==> config.mk <==
export PLATFORM = sky130hd
export DESIGN_NAME = addsub_seq
export DESIGN_NICKNAME = d
export VERILOG_FILES = /design/src/rtl/addsub_seq.sv
export SDC_FILE = /design/constraint.sdc
export NUM_CORES = 1
export LEC_CHECK = 0
export ABC_AREA = 1
export BUFFER_PORTS_ARGS = -buffer_cell sky130_fd_sc_hd__buf_2
export CAP_MARGIN = 20
export CORE_MARGIN = 2
export CORE_UTILIZATION = 30
export DETAILED_ROUTE_END_ITERATION = 8
export PLACE_DENSITY = 0.58
export SLEW_MARGIN = 20
export SYNTH_ARGS = -nofsm -noshare
export SYNTH_HDL_FRONTEND = slang
export SYNTH_SLANG_ARGS = --single-unit
==> constraint.sdc <==
create_clock -name clk -period 1.95 [get_ports clk]
set_clock_uncertainty 0.15 [all_clocks]
set_input_delay 0.585 -clock clk [delete_from_list [all_inputs] [get_ports clk]]
set_output_delay 0.585 -clock clk [all_outputs]
set_load 0.02 [all_outputs]
==> src/rtl/addsub_seq.sv <==
// rtl/addsub_seq.sv - digit-serial adder/subtractor with start/busy/done handshake
// Optional macro ADDSUB_SAT_EN: signed saturation of res on overflow.
module addsub_seq #(
  parameter int WIDTH   = 8,
  parameter int DIGIT_W = 2
) (
  input  logic             clk,
  input  logic             reset,
  input  logic             start,
  input  logic [WIDTH-1:0] a,
  input  logic [WIDTH-1:0] b,
  input  logic             sub_mode,
  output logic             busy,
  output logic             done,
  output logic [WIDTH-1:0] res,
  output logic             carry,
  output logic             overflow,
  output logic             zero
);

  localparam int N     = WIDTH / DIGIT_W;
  localparam int CNT_W = (N > 1) ? $clog2(N) : 1;

  typedef enum logic [1:0] {S_IDLE, S_RUN, S_DONE} state_t;

  state_t             state;
  logic [CNT_W-1:0]   cnt;
  logic               cy;
  logic               sub_q;
  logic [WIDTH-1:0]   a_q;
  logic [WIDTH-1:0]   b_q;

  logic [DIGIT_W-1:0] a_d;
  logic [DIGIT_W-1:0] b_d;
  logic [DIGIT_W-1:0] sum_d;
  logic [DIGIT_W:0]   c;
  logic               last;
  logic               ov_d;
  logic [WIDTH-1:0]   res_next;
  logic [WIDTH-1:0]   res_fin;

  // Operands shift right each RUN cycle, so the current digit is always at the bottom.
  assign a_d  = a_q[DIGIT_W-1:0];
  assign b_d  = b_q[DIGIT_W-1:0] ^ {DIGIT_W{sub_q}};
  assign last = (cnt == CNT_W'(N - 1));
  assign ov_d = c[DIGIT_W] ^ c[DIGIT_W-1];

  // Bit-level ripple inside the digit exposes the carry into the MSB for overflow.
  always_comb begin
    c     = '0;
    sum_d = '0;
    c[0]  = cy;
    for (int j = 0; j < DIGIT_W; j++) begin
      sum_d[j] = a_d[j] ^ b_d[j] ^ c[j];
      c[j+1]   = (a_d[j] & b_d[j]) | (c[j] & (a_d[j] ^ b_d[j]));
    end
  end

  always_comb begin
    res_next = res;
    res_next[int'(cnt)*DIGIT_W +: DIGIT_W] = sum_d;
`ifdef ADDSUB_SAT_EN
    // On the last digit a_d holds A's sign bit in its top position.
    if (ov_d)
      res_fin = a_d[DIGIT_W-1] ? {1'b1, {(WIDTH-1){1'b0}}} : {1'b0, {(WIDTH-1){1'b1}}};
    else
      res_fin = res_next;
`else
    res_fin = res_next;
`endif
  end

  always_ff @(posedge clk) begin
    if (reset) begin
      state    <= S_IDLE;
      cnt      <= '0;
      cy       <= 1'b0;
      sub_q    <= 1'b0;
      a_q      <= '0;
      b_q      <= '0;
      res      <= '0;
      carry    <= 1'b0;
      overflow <= 1'b0;
      zero     <= 1'b1;
      busy     <= 1'b0;
      done     <= 1'b0;
    end else begin
      case (state)
        S_IDLE, S_DONE: begin
          done <= 1'b0;
          if (start) begin
            state    <= S_RUN;
            a_q      <= a;
            b_q      <= b;
            sub_q    <= sub_mode;
            cy       <= sub_mode;
            cnt      <= '0;
            res      <= '0;
            carry    <= 1'b0;
            overflow <= 1'b0;
            zero     <= 1'b0;
            busy     <= 1'b1;
          end else begin
            state <= S_IDLE;
          end
        end
        S_RUN: begin
          a_q <= a_q >> DIGIT_W;
          b_q <= b_q >> DIGIT_W;
          cy  <= c[DIGIT_W];
          cnt <= cnt + 1'b1;
          res <= res_next;
          if (last) begin
            state    <= S_DONE;
            busy     <= 1'b0;
            done     <= 1'b1;
            res      <= res_fin;
            carry    <= c[DIGIT_W];
            overflow <= ov_d;
            zero     <= (res_fin == '0);
          end
        end
        default: state <= S_IDLE;
      endcase
    end
  end

endmodule

Word level (Yosys, flattened, before mapping)
Index checks and enable logic that the tools add are counted.
{"block": "word_totals", "register_bits": 35, "output_inout_bits": 13, "elab_cells": 67}
{"block": "classes", "addsub": 2, "n_eq_ne": 5, "shift": 2, "mux": 26, "bitwise": 12, "reduce_logical": 8}
{"op": "one-hot mux 8 bit (2 select lines)", "count": 3}
{"op": "negator 3 -> 33 bit", "count": 1}
{"op": "variable shift 2 x 33 -> 8 bit, first input constant", "count": 1}
{"op": "variable part select 2 x 33 -> 8 bit", "count": 1}
{"op": "2-to-1 mux 8 bit", "count": 3}
{"op": "one-hot mux 1 bit (2 select lines)", "count": 6}
{"op": "2-to-1 mux 1 bit", "count": 9}
{"op": "bitwise mux 8 bit", "count": 1}
{"op": "logical NOT 8 bit", "count": 1}
{"op": "one-hot mux 2 bit (2 select lines)", "count": 2}
{"op": "AND reduction 2 bit", "count": 3}
{"op": "bitwise XOR 1 bit", "count": 5}
{"op": "bitwise AND 1 bit", "count": 4}
{"op": "== test 2 bit, second input constant", "count": 2}
{"op": "2-to-1 mux 2 bit", "count": 2}
{"op": "!= test 2 bit, second input constant", "count": 2}
{"op": "AND reduction 3 bit", "count": 1}
{"op": "adder 2 x 1 -> 2 bit, second input constant", "count": 1}
{"op": "== test 2 x 1 -> 1 bit, second input constant", "count": 1}
{"op": "logical NOT 2 bit", "count": 1}
{"op": "bitwise OR 1 bit", "count": 2}
{"op": "nonzero test 2 bit", "count": 1}
{"op": "OR reduction 2 bit", "count": 1}
{"op": "bitwise XOR 2 bit", "count": 1}

Longest topological paths before layout
Gate-level depths: netlist of run 1.
{"block": "logic_depth", "depth_word": 10, "depth_mapped": 9, "depth_no_buf": 9}

Worst setup path before layout of run 1
No wires, ideal clock.
{"block": "synth_timing", "path_type": "register to register", "start": "reg sub_q", "end": "reg zero", "setup_ns": 0.070, "arrival_time_ns": 1.815, "required_time_ns": 1.730, "path_slack_ns": -0.085, "stages_incl_launch_ff": 10, "n_path_buf": 0, "period_less_slack_ns": 2.035, "cell_sequence": "dfxtp_1 -> xnor2_1 -> fa_1 -> inv_1 -> fa_1 -> nand2_1 -> nor2_1 -> a21oi_1 -> nand3_1 -> o21bai_1"}
{"block": "synth_between", "elab_chain_cells": 10, "word_cells_on_any_way": 13, "classes_between": "shift: 1; mux: 3; bitwise: 8; reduce/logical: 1"}
{"item": "start, declared", "line_no": "29", "text": "logic sub_q;"}
{"item": "start signal, assigned", "line_no": "95", "text": "sub_q <= sub_mode;"}
{"item": "bitwise XOR 2 bit (*)", "line_no": "44", "text": "assign b_d = b_q[DIGIT_W-1:0] ^ {DIGIT_W{sub_q}};"}
{"item": "bitwise XOR 1 bit", "line_no": "54, 55"}
{"item": "bitwise AND 1 bit", "line_no": "55", "text": "c[j+1] = (a_d[j] & b_d[j]) | (c[j] & (a_d[j] ^ b_d[j]));"}
{"item": "bitwise OR 1 bit", "line_no": "55"}
{"item": "bitwise XOR 1 bit", "line_no": "54", "text": "sum_d[j] = a_d[j] ^ b_d[j] ^ c[j];"}
{"item": "variable part select 2 x 33 -> 8 bit (*)", "line_no": "61", "text": "res_next[int'(cnt)*DIGIT_W +: DIGIT_W] = sum_d;"}
{"item": "bitwise mux 8 bit (*)", "line_no": "61"}
{"item": "logical NOT 8 bit (*)", "line_no": "120", "text": "zero <= (res_fin == '0);"}
{"item": "2-to-1 mux 1 bit (*)", "line_no": "113", "text": "if (last) begin"}
{"item": "one-hot mux 1 bit (2 select lines) (*)", "line_no": "88", "text": "case (state)"}
{"item": "end signal, assigned", "line_no": "120"}
{"item": "end, declared", "line_no": "18", "text": "output logic zero"}
Every way passes the cells marked *; elsewhere a longest branch is shown, timed or not. The select of a mux whose other input is x is not followed.
A chain may end at the register's enable or synchronous reset.

Worst setup path after layout of run 1
Ends and elaborated chain as after synthesis.

==> results of run 1 <==
==> sequential cells by signal, summed over array words and instances (netlist names) <==
| register | flops |
|---|---|
| cnt | 2 |
| res | 8 |
| cy | 1 |
| b_q | 8 |
| state | 2 |
| zero | 1 |
| a_q | 8 |
| carry | 1 |
| sub_q | 1 |
| done | 1 |
| busy | 1 |
| overflow | 1 |
==> critical path, cell delays in order, from the launching register on <==
cell and delay [ns]:
dfxtp_2 0.34, xnor2_2 0.14, fa_2 0.35, inv_2 0.06, fa_1 0.44, nand2_2 0.09, nor2_2 0.06, a21oi_2 0.15
nand3_1 0.09, o21bai_1 0.12
==> metal layers <==
metal | up-vias | GRT usage [%] | part of all wire, %
li1 | 761 | - | -
met1 | 704 | 17.7 | 48
met2 | 28 | 22.6 | 46
met3 | 5 | 4.94 | 4.5
met4 | 0 | 4.29 | 0.82
met5 | - | 0 | 0
==> logic make-up (layout without fill, tap and decap cells) <==
| group | Yosys count | after routing | synth area share, % |
|---|---|---|---|
| flops | 35 | 35 | 43.6 |
| buf+inv | 35 | 79 | 9.42 |
| fa+ha+maj | 8 | 8 | 7.16 |
| xor+xnor | 3 | 3 | 1.63 |
| simple gates | 79 | 79 | 21.1 |
| compound gates | 43 | 43 | 17.1 |
==> through the flow <==
step | total power (W) | instances | setup WS, ns | util (%) | instance area (um^2)
after global routing | 0.00171 | 317 | -0.168 | 39.3 | 2020
after floorplan | 0.000959 | 203 | -0.0327 | - | 1620
after CTS | 0.00163 | 316 | -0.0891 | 39.0 | 2010
after detailed placement | 0.00104 | 308 | -0.148 | 36.9 | 1890
final | 0.00162 | 317 | -0.0983 | 39.3 | 2020
after global placement | 0.00104 | 308 | -0.0983 | 36.9 | 1890
==> cell type report <==
| class | count | area (um^2) |
|---|---|---|
| flip-flops and latches | 35 | 703 |
| repair buffers | 42 | 235 |
| inverters | 29 | 111 |
| well taps | 70 | 87.6 |
| fillers | 577 | 3120 |
| multi-input cells | 133 | 781 |
| clock buffers | 8 | 100 |
==> timing repair <==
item	in CTS	in global routing
cloned	0	0
pin swaps	5	2
setup buffers	0	1
resized for setup	4	2
hold buffers	0	0
setup endpoints to repair	4	5
==> how the worst min path moves through the flow <==
stage          startpoint  depth (start not counted)  endpoint
3_5_place_dp       a_q[6]                          2    a_q[4]
2_1_floorplan      b_q[2]                          1    b_q[0]
3_3_place_gp       a_q[3]                          2    a_q[1]
4_1_cts            a_q[6]                          2    a_q[4]
6_report           a_q[6]                          2    a_q[4]
5_1_grt            a_q[3]                          2    a_q[1]
==> report_power, final <==
| part | leakage (nW) | internal (W) | switching (W) |
|---|---|---|---|
| combinational | 0.587 | 0.0000994 | 0.000162 |
| clock | 0.0515 | 0.000322 | 0.000265 |
| sequential | 0.287 | 0.000752 | 0.0000213 |
| total | 0.925 | 0.00117 | 0.000448 |
==> placed cells by master (no fill, tap or decap), drive strengths merged <==
cell / synthesis / layout
nand3: 19 / 19
o21ai: 12 / 12
nor3: 1 / 1
a21oi: 10 / 10
a31oi: 4 / 4
o22ai: 3 / 3
xor2: 2 / 2
nor2: 14 / 14
buf: 5 / 42
clkbuf: 1 / 8
fa: 2 / 2
a211oi: 1 / 1
xnor2: 1 / 1
a21o: 1 / 1
a32oi: 5 / 5
o21bai: 2 / 2
o211ai: 1 / 1
a32o: 4 / 4
inv: 29 / 29
dfxtp: 35 / 35
ha: 6 / 6
nand2: 44 / 44
nand4: 1 / 1
==> metrics.md, run 1 <==
| Metric | Value |
|---|---|
| Max Freq | `0.488 GHz` |
| Flops & latches, synth | `35` |
| Routed length per instance | `12.6 um` |
| Core Area | `5140 um^2` |
| # setup viols final | `4` |
| Initial Util | `31.3%` |
| Fin. Hold Viols | `0` |
| Syn Nets | `231` |
| Vias in the first global route | `1429` |
| Yosys top cell area share | `43.6%` |
| Root Driver | `clkbuf_8` |
| Max clock buf depth | `2` |
| Die width | `77.2 um` |
| Tot GR Track Use | `14.1%` |
| Crit path launch | `sub_q` |
| Status | `complete, but fails checks` |
| Total congestion overflow | `0` |
| Failing checks | `setup timing` |
| Period minus WS final | `2.05 ns` |
| Static Leak | `0.925 nW` |
| Pin count of the biggest net entering global routing | `19` |
| Crit start category | `flop` |
| FFs w/ async S/R, synth | `0%` |
| Most numerous cell in the Yosys netlist | `nand2_1` |
| Synth top area cells | `dfxtp_1 (44%), nand2_1 (9.3%), inv_1 (6.1%)` |
| 1st-iter DRT viols | `111` |
| CP required | `2.03 ns` |
| Yosys warning total | `0` |
| Boundary pin count | `33` |
| Number of synthesized flops with an enable pin | `0` |
| First-pass GRT wire length | `6600 um` |
| Ys flop type | `dfxtp_1` |
| Remaining DRCs | `0` |
| WS Path Type | `reg2reg` |
| CTS tree | `yes` |
| Final period util | `105%` |
| Via density | `4.73` |
| Unique masters post-synth | `29` |
| Synth cell count leaders | `nand2_1 (40), dfxtp_1 (35), inv_1 (26)` |
| Max capacitance violation total | `0` |
| R2R Setup Slk | `-0.1 ns` |
| Netlist Area Pre-Place | `1610 um^2` |
| Initial antenna violation count | `0` |
| Final setup TNS | `-0.137 ns` |
| Hold crit path type | `reg2reg` |
| Fin worst setup slack | `-0.0983 ns` |
| Std cell rows | `26` |
| Avg Inst Size Synth | `7.92 um^2` |
| Chip height | `77.2 um` |
| Global placement routability congestion | `0.847` |
| Layout cells sized above 1 | `26.7%` |
| CP Data Arrival Time | `2.13 ns` |
| Yosys top cell by area | `dfxtp_1` |
| Synth-to-Final Area Change | `25.5%` |
| Worst-path clk slew | `0.07 ns` |
| CP Capture Point | `zero` |
| Register-to-Register Path Depth | `9` |
| R2r startpoint | `sub_q` |
| Worst-Margin Slew | `0.299 ns` |
| Die ar. | `5960 um^2` |
| CTS Buf Count | `5` |
| Worst vdd ir | `0.460 mV` |
| Normalized max-slew margin | `80.0%` |
| CTS H-Tree Depth | `2` |
| Clk sinks | `35` |
| Critical path capture point type | `flop` |
| Detailed Place HPWL | `2890 um` |
| Worst r2r dst | `zero` |
| Drt pass-1 iters | `4` |
| Via count | `1498` |
| Hold Slack | `0.303 ns` |
| Final ANT Viol Nets | `0` |
| Number of diodes | `0` |
| Fin nets | `274` |
| Syn Inst Count | `203` |
| Post-synthesis sequential area ratio | `43.6%` |
| Drt total wl | `4010 um` |
| Slew Viols, Final | `0` |
| Clock Latency Late Sink | `0.29 ns` |
| Power Density | `804 nW/um^2` |
| Port Buffers | `32` |
| Worst Path Max Fanout | `2` |
| Unrepaired setup endpoints after global routing | `true` |
Note: power is estimated with default switching activity, not from simulation.
==> inputs of run 2 (changes only) <==
- CORE_MARGIN: 2 -> 3
==> run 2 against run 1 <==
The flow still finishes with violations (setup timing); wire length down 2.8%; utilization up 0.22 points; maximum frequency down 0.45%; design area up 0.56%; non-clock buffer count up 2; setup slack worse by 0.0092 ns; combinational power about the same; worst hold slack better by 0.0023 ns; clock power down 7.5%; via count down 0.67%; first-iteration DRC count down 54%; highest routed layer unchanged.
==> metrics.md, run 2 (synthesis gave the netlist of run 1 again) <==
| Metric | Value |
|---|---|
| Worst-path clk slew | `0.07 ns` |
| First-pass GRT wire length | `6740 um` |
| Crit start category | `flop` |
| Fin nets | `276` |
| # fillers | `578` |
| Status | `complete, but fails checks` |
| Worst-Margin Slew | `0.364 ns` |
| Largest registers | `a_q (8), b_q (8), res (8)` |
| Register-to-Register Path Depth | `9` |
| Core Area | `5140 um^2` |
| Final ANT Viol Nets | `0` |
| Normalized max-slew margin | `75.7%` |
| Drt total wl | `3900 um` |
| CP required | `2.03 ns` |
| Initial Util | `31.3%` |
| Fin. Hold Viols | `0` |
| Port Buffers | `32` |
| Most frequent cells in the layout | `nand2_1 (39), dfxtp_1 (32), buf_2 (32)` |
| Boundary pin count | `33` |
| Vias in the first global route | `1476` |
| Routed length per instance | `12.2 um` |
| Via density | `4.66` |
| Area occupied by registers | `704 um^2` |
| Detailed Place HPWL | `2930 um` |
| Die width | `79.2 um` |
| CTS H-Tree Depth | `2` |
| Via count | `1488` |
| Max capacitance violation total | `0` |
| Hold buffers post-CTS | `0` |
| Post-layout util | `39.5%` |
| Slowest stage delay, CP | `0.57 ns` |
| Critical path capture point type | `flop` |
| Failing checks | `setup timing` |
| Total congestion overflow | `0` |
| Pre-CTS setup slack | `-0.148 ns` |
| CTS Buf Count | `5` |
| 1st-iter DRT viols | `51` |
| Hold crit path type | `reg2reg` |
| Root Driver | `clkbuf_8` |
| Fin worst setup slack | `-0.108 ns` |
| WS Path Type | `reg2reg` |
| Clock Latency Late Sink | `0.30 ns` |
| Crit-path slowest cell | `fa_1` |
| # setup viols final | `2` |
| Static Leak | `0.927 nW` |
| Max clock buf depth | `2` |
| Max Freq | `0.486 GHz` |
| Global placement routability congestion | `0.820` |
| Slew Viols, Final | `0` |
| Layout cells sized above 1 | `28.1%` |
| CP Data Arrival Time | `2.13 ns` |
| Clk sinks | `35` |
| Final period util | `106%` |
| Hold Slack | `0.305 ns` |
| Synth-to-Final Area Change | `26.2%` |
| Remaining DRCs | `0` |
| Worst Path Max Fanout | `2` |
| Worst vdd ir | `0.474 mV` |
| Area of the multi-input gates | `787 um^2` |
| Chip height | `79.2 um` |
| Period minus WS final | `2.06 ns` |
| Unrepaired setup endpoints after global routing | `true` |
| Hold Path Depth | `2` |
| Die ar. | `6270 um^2` |
| Pin count of the biggest net entering global routing | `19` |
| Drt pass-1 iters | `4` |
| Initial antenna violation count | `0` |
| Commonest non-fill, non-tap cell in the layout | `nand2_1` |
| Std cell rows | `26` |
| Number of diodes | `0` |
| Power Density | `778 nW/um^2` |
| Crit path cell chain | `xnor2_2, fa_2, inv_2, fa_1, nand2_2, nor2_4, a21oi_2, buf_4, o22ai_1` |
| Area after DPL | `1900 um^2` |
| Design area | `2030 um^2` |
| Tot GR Track Use | `13.9%` |
| CTS tree | `yes` |
| Final setup TNS | `-0.210 ns` |
==> run 2: worst paths after layout <==
check | from | end | slack (ns)
worst max-delay path | b_q[0] | res[3] | -0.11
worst max register to register | b_q[0] | res[3] | -0.11
worst min-delay path | done | done | 0.31
worst min register to register | done | done | 0.31
==> run 2: metal layers <==
layer  part of all wire, %  vias to the layer above  track usage (%)
met5                     0                        -                0
met3                   4.3                        4             4.76
met1                    47                      692             17.1
met4                   1.3                        0             5.15
li1                      -                      764                -
met2                    47                       28             22.5
==> run 2: layout make-up <==
class	instances	share of cell area, %
multi-input combinational	133	38.8
clock buffer	5	3.39
inverter	29	5.49
clock inverter	3	0.986
tap	70	4.32
sequential	35	34.7
timing repair buffer	44	12.3
==> run 2: repair_timing <==
item                                    CTS  global route
hold endpoints to repair                  0             0
pin swaps                                 7             4
buffers inserted                          1             1
resized for setup                         4             4
endpoints found under the setup margin    5             5
gates cloned                              0             0
==> run 2: per-stage QoR <==
stage,cells,total power (W)
finish,319,0.00158
global placement,309,0.00104
detailed placement,309,0.00105
global route,319,0.00166
floorplan,203,0.000959
CTS,318,0.00158
==> run 2: where the power goes <==
part           switching, W  internal (W)  leakage [nW]
registers         0.0000203      0.000752         0.287
clock network      0.000294      0.000249        0.0402
logic              0.000163      0.000100         0.600
==> run 2: worst max-delay path, delay by kind of cell (launching register included) <==
kind | cells | cell delay, ns
compound gates | 2 | 0.15
fa+ha+maj | 2 | 0.80
simple gates | 2 | 0.22
flops | 1 | 0.34
buf+inv | 2 | 0.16
xor+xnor | 1 | 0.16
